**src/rtl/ov7670_frame_sequencer_if.sv**
```systemverilog
// Bus between the frame sequencer, the AL422B FIFO read/write controls and the RPi byte
// handshake. The sequencer uses the master modport.
interface ov7670_frame_sequencer_if;
    logic       wr;
    logic       wrst;
    logic       rclk;
    logic       rrst;
    logic       oe;
    logic [7:0] d_in;
    logic [7:0] d_out;
    logic       valid;
    logic       ack;

    modport master (
        output wr, wrst, rclk, rrst, oe, d_out, valid,
        input  d_in, ack
    );

    modport slave (
        input  wr, wrst, rclk, rrst, oe, d_out, valid,
        output d_in, ack
    );
endinterface

```
**src/rtl/ov7670_frame_sequencer.sv**
```systemverilog
// Captures one OV7670 frame into an AL422B FIFO between two VSYNC edges, then reads it back
// byte by byte to the RPi over a 4-phase valid/ack handshake.
module ov7670_frame_sequencer #(
    parameter int unsigned FRAME_BYTES = 153600,
    parameter int unsigned RCLK_HALF   = 2,
    parameter int unsigned WRST_CYCLES = 4
) (
    input  logic                           clk,
    input  logic                           reset_n,
    input  logic                           cam_ready,
    input  logic                           capture_req,
    input  logic                           abort,
    input  logic                           vsync,
    ov7670_frame_sequencer_if.master       bus,
    output logic                           busy,
    output logic                           frame_done,
    output logic [2:0]                     state_out,
    output logic [17:0]                    byte_cnt_out
);

    typedef enum logic [2:0] {
        StIdle    = 3'd0,
        StArm     = 3'd1,
        StCapture = 3'd2,
        StRrst    = 3'd3,
        StFetch   = 3'd4,
        StPresent = 3'd5,
        StRelease = 3'd6,
        StDone    = 3'd7
    } state_e;

    // One counter serves both the wrst pulse and the rclk half-period timing.
    localparam int unsigned CntMax = (RCLK_HALF > WRST_CYCLES) ? RCLK_HALF : WRST_CYCLES;
    localparam int unsigned CntW   = (CntMax < 2) ? 1 : $clog2(CntMax);
    localparam logic [CntW-1:0] HalfLast   = CntW'(RCLK_HALF - 1);
    localparam logic [CntW-1:0] WrstLast   = CntW'(WRST_CYCLES - 1);
    localparam logic [17:0]     FrameBytes = 18'(FRAME_BYTES);

    state_e          state_q, state_d;
    logic [CntW-1:0] cnt_q, cnt_d;
    logic [1:0]      rclk_edges_q, rclk_edges_d;
    logic [17:0]     byte_cnt_q, byte_cnt_d;
    logic [17:0]     byte_cnt_inc;
    logic            wr_q, wr_d;
    logic            wrst_q, wrst_d;
    logic            rclk_q, rclk_d;
    logic            rrst_q, rrst_d;
    logic            oe_q, oe_d;
    logic [7:0]      d_out_q, d_out_d;
    logic            valid_q, valid_d;
    logic            frame_done_q, frame_done_d;

    logic            vsync_meta_q, vsync_sync_q, vsync_prev_q;
    logic            ack_meta_q, ack_sync_q;
    logic            vsync_rise;
    logic            force_idle;

    always_ff @(posedge clk or negedge reset_n) begin
        if (!reset_n) begin
            vsync_meta_q <= 1'b0;
            vsync_sync_q <= 1'b0;
            vsync_prev_q <= 1'b0;
            ack_meta_q   <= 1'b0;
            ack_sync_q   <= 1'b0;
        end else begin
            vsync_meta_q <= vsync;
            vsync_sync_q <= vsync_meta_q;
            vsync_prev_q <= vsync_sync_q;
            ack_meta_q   <= bus.ack;
            ack_sync_q   <= ack_meta_q;
        end
    end

    assign vsync_rise   = vsync_sync_q & ~vsync_prev_q;
    assign byte_cnt_inc = byte_cnt_q + 18'd1;
    // Losing the camera only matters while the write side is still being set up or filled.
    assign force_idle   = abort | (~cam_ready & ((state_q == StArm) | (state_q == StCapture)));

    always_comb begin
        state_d      = state_q;
        cnt_d        = cnt_q;
        rclk_edges_d = rclk_edges_q;
        byte_cnt_d   = byte_cnt_q;
        wr_d         = wr_q;
        wrst_d       = wrst_q;
        rclk_d       = rclk_q;
        rrst_d       = rrst_q;
        oe_d         = oe_q;
        d_out_d      = d_out_q;
        valid_d      = valid_q;
        frame_done_d = 1'b0;

        unique case (state_q)
            StIdle: begin
                if (capture_req && cam_ready) begin
                    state_d = StArm;
                end
            end

            StArm: begin
                // wrst low marks the reset pulse in progress after the first vsync edge.
                if (!wrst_q) begin
                    if (cnt_q == WrstLast) begin
                        wrst_d  = 1'b1;
                        wr_d    = 1'b1;
                        cnt_d   = '0;
                        state_d = StCapture;
                    end else begin
                        cnt_d = cnt_q + 1'b1;
                    end
                end else if (vsync_rise) begin
                    wrst_d = 1'b0;
                    cnt_d  = '0;
                end
            end

            StCapture: begin
                if (vsync_rise) begin
                    wr_d         = 1'b0;
                    rrst_d       = 1'b0;
                    rclk_d       = 1'b1;
                    cnt_d        = '0;
                    rclk_edges_d = '0;
                    state_d      = StRrst;
                end
            end

            StRrst: begin
                // Four half-periods of rclk with rrst low: two full read-clock periods.
                if (cnt_q == HalfLast) begin
                    cnt_d        = '0;
                    rclk_d       = ~rclk_q;
                    rclk_edges_d = rclk_edges_q + 2'd1;
                    if (rclk_edges_q == 2'd3) begin
                        rrst_d     = 1'b1;
                        oe_d       = 1'b0;
                        byte_cnt_d = '0;
                        state_d    = StFetch;
                    end
                end else begin
                    cnt_d = cnt_q + 1'b1;
                end
            end

            StFetch: begin
                if (cnt_q == HalfLast) begin
                    cnt_d = '0;
                    if (rclk_q) begin
                        rclk_d  = 1'b0;
                        d_out_d = bus.d_in;
                    end else begin
                        state_d = StPresent;
                    end
                end else begin
                    cnt_d = cnt_q + 1'b1;
                end
            end

            StPresent: begin
                if (ack_sync_q) begin
                    valid_d = 1'b0;
                    state_d = StRelease;
                end else begin
                    valid_d = 1'b1;
                end
            end

            StRelease: begin
                if (!ack_sync_q) begin
                    byte_cnt_d = byte_cnt_inc;
                    if (byte_cnt_inc == FrameBytes) begin
                        oe_d         = 1'b1;
                        frame_done_d = 1'b1;
                        state_d      = StDone;
                    end else begin
                        rclk_d  = 1'b1;
                        cnt_d   = '0;
                        state_d = StFetch;
                    end
                end
            end

            StDone: begin
                state_d = StIdle;
            end

            default: begin
                state_d = StIdle;
            end
        endcase

        if (force_idle) begin
            state_d      = StIdle;
            cnt_d        = '0;
            rclk_edges_d = '0;
            byte_cnt_d   = '0;
            wr_d         = 1'b0;
            wrst_d       = 1'b1;
            rclk_d       = 1'b0;
            rrst_d       = 1'b1;
            oe_d         = 1'b1;
            valid_d      = 1'b0;
            frame_done_d = 1'b0;
        end
    end

    always_ff @(posedge clk or negedge reset_n) begin
        if (!reset_n) begin
            state_q      <= StIdle;
            cnt_q        <= '0;
            rclk_edges_q <= '0;
            byte_cnt_q   <= '0;
            wr_q         <= 1'b0;
            wrst_q       <= 1'b1;
            rclk_q       <= 1'b0;
            rrst_q       <= 1'b1;
            oe_q         <= 1'b1;
            d_out_q      <= '0;
            valid_q      <= 1'b0;
            frame_done_q <= 1'b0;
        end else begin
            state_q      <= state_d;
            cnt_q        <= cnt_d;
            rclk_edges_q <= rclk_edges_d;
            byte_cnt_q   <= byte_cnt_d;
            wr_q         <= wr_d;
            wrst_q       <= wrst_d;
            rclk_q       <= rclk_d;
            rrst_q       <= rrst_d;
            oe_q         <= oe_d;
            d_out_q      <= d_out_d;
            valid_q      <= valid_d;
            frame_done_q <= frame_done_d;
        end
    end

    assign bus.wr       = wr_q;
    assign bus.wrst     = wrst_q;
    assign bus.rclk     = rclk_q;
    assign bus.rrst     = rrst_q;
    assign bus.oe       = oe_q;
    assign bus.d_out    = d_out_q;
    assign bus.valid    = valid_q;
    assign busy         = (state_q != StIdle);
    assign frame_done   = frame_done_q;
    assign state_out    = state_q;
    assign byte_cnt_out = byte_cnt_q;

endmodule
```
**src/flat_wrapper.sv**
```systemverilog
// flat-port wrapper written by rule: the top's interface ports become plain ports
module ov7670_frame_sequencer_flat 
#(
    parameter int unsigned FRAME_BYTES = 153600,
    parameter int unsigned RCLK_HALF   = 2,
    parameter int unsigned WRST_CYCLES = 4
)
  (clk, reset_n, cam_ready, capture_req, abort, vsync, busy, frame_done, state_out, byte_cnt_out, bus_wr, bus_wrst, bus_rclk, bus_rrst, bus_oe, bus_d_out, bus_valid, bus_d_in, bus_ack);
  ov7670_frame_sequencer_if bus_i ();
  input  logic clk;
  input  logic reset_n;
  input  logic cam_ready;
  input  logic capture_req;
  input  logic abort;
  input  logic vsync;
  output logic busy;
  output logic frame_done;
  output logic [2:0] state_out;
  output logic [17:0] byte_cnt_out;
  output wire logic [$bits(bus_i.wr)-1:0] bus_wr;
  output wire logic [$bits(bus_i.wrst)-1:0] bus_wrst;
  output wire logic [$bits(bus_i.rclk)-1:0] bus_rclk;
  output wire logic [$bits(bus_i.rrst)-1:0] bus_rrst;
  output wire logic [$bits(bus_i.oe)-1:0] bus_oe;
  output wire logic [$bits(bus_i.d_out)-1:0] bus_d_out;
  output wire logic [$bits(bus_i.valid)-1:0] bus_valid;
  input wire logic [$bits(bus_i.d_in)-1:0] bus_d_in;
  input wire logic [$bits(bus_i.ack)-1:0] bus_ack;
  assign bus_wr = bus_i.wr;
  assign bus_wrst = bus_i.wrst;
  assign bus_rclk = bus_i.rclk;
  assign bus_rrst = bus_i.rrst;
  assign bus_oe = bus_i.oe;
  assign bus_d_out = bus_i.d_out;
  assign bus_valid = bus_i.valid;
  assign bus_i.d_in = bus_d_in;
  assign bus_i.ack = bus_ack;
  ov7670_frame_sequencer #(.FRAME_BYTES(FRAME_BYTES), .RCLK_HALF(RCLK_HALF), .WRST_CYCLES(WRST_CYCLES)) u_core (.clk(clk), .reset_n(reset_n), .cam_ready(cam_ready), .capture_req(capture_req), .abort(abort), .vsync(vsync), .bus(bus_i), .busy(busy), .frame_done(frame_done), .state_out(state_out), .byte_cnt_out(byte_cnt_out));
endmodule
```
**config.mk**
```make
export PLATFORM = sky130hd
export DESIGN_NAME = ov7670_frame_sequencer_flat
export DESIGN_NICKNAME = d
export VERILOG_FILES = /design/src/rtl/ov7670_frame_sequencer_if.sv /design/src/rtl/ov7670_frame_sequencer.sv /design/src/flat_wrapper.sv
export SDC_FILE = /design/constraint.sdc
export NUM_CORES = 1
export LEC_CHECK = 0
export CORE_MARGIN = 2
export CORE_UTILIZATION = 51
export CTS_BUF_LIST = sky130_fd_sc_hd__clkbuf_8
export DETAILED_ROUTE_END_ITERATION = 10
export HOLD_SLACK_MARGIN = 0.02
export PLACE_DENSITY = 0.8
export SYNTH_ARGS = -nofsm -noshare
export SYNTH_HDL_FRONTEND = slang
export SYNTH_SLANG_ARGS = --single-unit
```
**constraint.sdc**
```tcl
create_clock -name clk -period 3 [get_ports clk]
set_clock_uncertainty 0.1 [all_clocks]
set_input_delay 0.6 -clock clk [delete_from_list [all_inputs] [get_ports clk]]
set_output_delay 0.6 -clock clk [all_outputs]
set_load 0.02 [all_outputs]
```
==> metrics.yaml <==
outcome: "finished, final reports clean"
syn_to_final_growth_pct: 25.8
synth-async-reset-ratio: 1.00
synth_edf_count: 0
rr_worst_depth: 8
h-tree-depth: 2
synth_top_area_cell: "dfrtp_1"
hp-class: "flop to flop"
ys_ff_latch: 45
clk_pin_slew_worst_paths_ns: 0.10
grt_use_total: 0.240
io_buffers: 51
cts_tree: "built"
firstDrtPassIters: 5
syn_area_per_cell_um2: 8.75
hpwl_mm: 5.07
postCtsResizedCells: 0
post_cts_buffers: 0
dieArea_um2: 6130
die_h_um: 78.3
holdWs_ns: 0.261
drive_gt1_frac: 0.107
max-vdd-ir-drop_mv: 0.325
hold_depth: 0
syn_nets: 343
clock_latency_ns: 0.31
antenna_found_initial: 0
nNetsFinal: 393
place_inst: 437
yosysMostFrequentCell: "dfrtp_1"
final_area_um2: 3540
start_kind: "flop"
synth_top_area_frac: 0.373
reg2reg_from: "u_core.byte_cnt_out[0]"
drcViolationCount: 0
die_w_um: 78.3
path_cells: "ha_1 -> and2_1 -> and4b_1 -> a2111oi_1 -> nor2_1 -> and4b_2 -> a41o_1 -> a31o_1"
rsz0062_at_grt: "no"
core-area_um2: 5410
synth_area_um2: 2820
start_util: 0.521
ys_seq_area_frac: 0.401
cts_sinks: 45
grt_remaining_overflow: 0
synth_common_cells: "dfrtp_1, o21ai_0, nand2_1, nor2_1, a21oi_1"
maxSlewViolCount: 0
drt-vias-per-instance: 6.09
min_from: "u_core.vsync_meta_q"
r2r_end: "u_core.bus.rclk"
root_buffer: "clkbuf_8"
max-slew-margin-rel: 0.344
crit_path_end_kind: "flop"
min_to: "u_core.vsync_sync_q"
power.leakage_nw: 1.44
fmax_mhz: 358
cts.hold.buffers_added: 0
clock_path_buffers: 2
synth.area.top_cells: "dfrtp_1, o21ai_0, nand2_1"
vias: 2711
critPathMaxStageDelay_ns: 0.56
route.antenna.remaining_nets: 0
routed_wl_mm: 7.15
synthCells: 322
slowest_stage: "a2111oi_1"
synth.distinct_cells: 64
drv_cap: 0
drtIter0Drc: 256
required_ns: 3.10
powerDensity_nw_per_um2: 538
gp_congestion: 0.923
diodes: 0
grtUsageMet2: 0.342
wl_per_cell_um: 16.1
crit_fanout: 8
placed_cell_area_um2: 3410
top_usage_layer: "met1"
gr-usage-met3: 0.0391
synth_flop_cell: "dfrtp_1"
use_met1: 0.379
crit_arrival_ns: 2.89
path_class: "flop to flop"
grt_pass1_wl_mm: 11.9
fin_crit_ns: 2.79
fin_cells: 445
tns_ns: 0
cts-buffers-inserted: 5
yosysWarnings: 0
fin_crit_sh: 0.930
grt_pass1_vias: 2449
rows: 27
setup_viol: 0
r2r_slack_ns: 0.21
ios: 52
hold_viol_final: 0
worstMarginPinSlew_ns: 0.984
grt_max_degree: 46
registers in the layout, indices dropped and copies added (netlist names):
name,count
u_core.ack_meta_q,1
u_core.ack_sync_q,1
u_core.bus.d_out,8
u_core.bus.oe,1
u_core.bus.rclk,1
u_core.bus.rrst,1
u_core.bus.valid,1
u_core.bus.wr,1
u_core.bus.wrst,1
u_core.byte_cnt_out,18
u_core.cnt_q,2
u_core.frame_done,1
u_core.rclk_edges_q,2
u_core.state_out,3
u_core.vsync_meta_q,1
u_core.vsync_prev_q,1
u_core.vsync_sync_q,1
power by group:
part / switching [W] / internal [W]
clock network: 0.000229 / 0.000335
registers: 0.0000953 / 0.000658
logic: 0.000338 / 0.000248
per-layer routing:
metal / part of all wire / vias to the layer above
li1: - / 1303
met1: 0.49 / 1314
met2: 0.45 / 90
met3: 0.054 / 4
met4: 0.0049 / 0
met5: 0 / -
final cells by class:
type | count | area, um2
clock buffer | 5 | 68.8
clock inverter | 3 | 68.8
fill | 452 | 1860
inverter | 9 | 33.8
multi-input combinational | 250 | 1570
sequential | 45 | 1130
tap | 72 | 90.1
timing repair buffer | 61 | 581
critical path: cells and delay by family (launching register included):
kind	cells	cell delay, ns
and+or+nand+nor	4	0.77
DFF	1	0.50
adders and majority gates	1	0.34
AOI/OAI and AO/OA	3	0.97
metrics by stage:
| stage | utilization | total power [W] | worst slack, ns |
|---|---|---|---|
| 2_1_floorplan | - | 0.00113 | 0.416 |
| 3_3_place_gp | 0.630 | 0.00134 | 0.221 |
| 3_5_place_dp | 0.630 | 0.00134 | 0.223 |
| 4_1_cts | 0.656 | 0.00191 | 0.199 |
| 5_1_grt | 0.656 | 0.00201 | 0.0416 |
| 6_report | 0.656 | 0.00191 | 0.210 |
kinds of logic after synthesis:
kind of cell / synth area share
fa+ha+maj: 0.0267
simple gates: 0.244
mux: 0.0462
flops: 0.401
compound gates: 0.231
buf+inv: 0.0409
xor+xnor: 0.00933
worst max-delay path by stage:
stage,startpoint,end,slack (ns),cells past startpoint
floorplan,u_core.byte_cnt_out[0],u_core.bus.rclk,0.42,8
CTS,u_core.byte_cnt_out[0],u_core.bus.rclk,0.20,8
finish,u_core.byte_cnt_out[0],u_core.bus.rclk,0.21,8
global route,u_core.byte_cnt_out[0],u_core.bus.rclk,0.04,8
global placement,abort,u_core.state_out[1],0.22,8
detailed placement,abort,u_core.state_out[1],0.22,8
cell usage in the layout, fill, tap and decap left out, types with 3 or more instances in the layout:
| cell type | n |
|---|---|
| a21oi_1 | 20 |
| a31oi_1 | 7 |
| and2_1 | 3 |
| buf_4 | 10 |
| clkbuf_8 | 5 |
| clkdlybuf4s50_1 | 50 |
| dfrtp_1 | 42 |
| dfstp_2 | 3 |
| ha_1 | 6 |
| inv_1 | 9 |
| mux2_2 | 8 |
| mux2i_1 | 4 |
| nand2_1 | 30 |
| nand2b_1 | 8 |
| nand3_1 | 14 |
| nand4_1 | 7 |
| nor2_1 | 28 |
| nor3_1 | 6 |
| nor3b_1 | 3 |
| o21a_1 | 4 |
| o21ai_0 | 38 |
| o31ai_1 | 5 |
| o41ai_1 | 3 |
| or3_1 | 6 |
(Power assumes the default switching activity.)
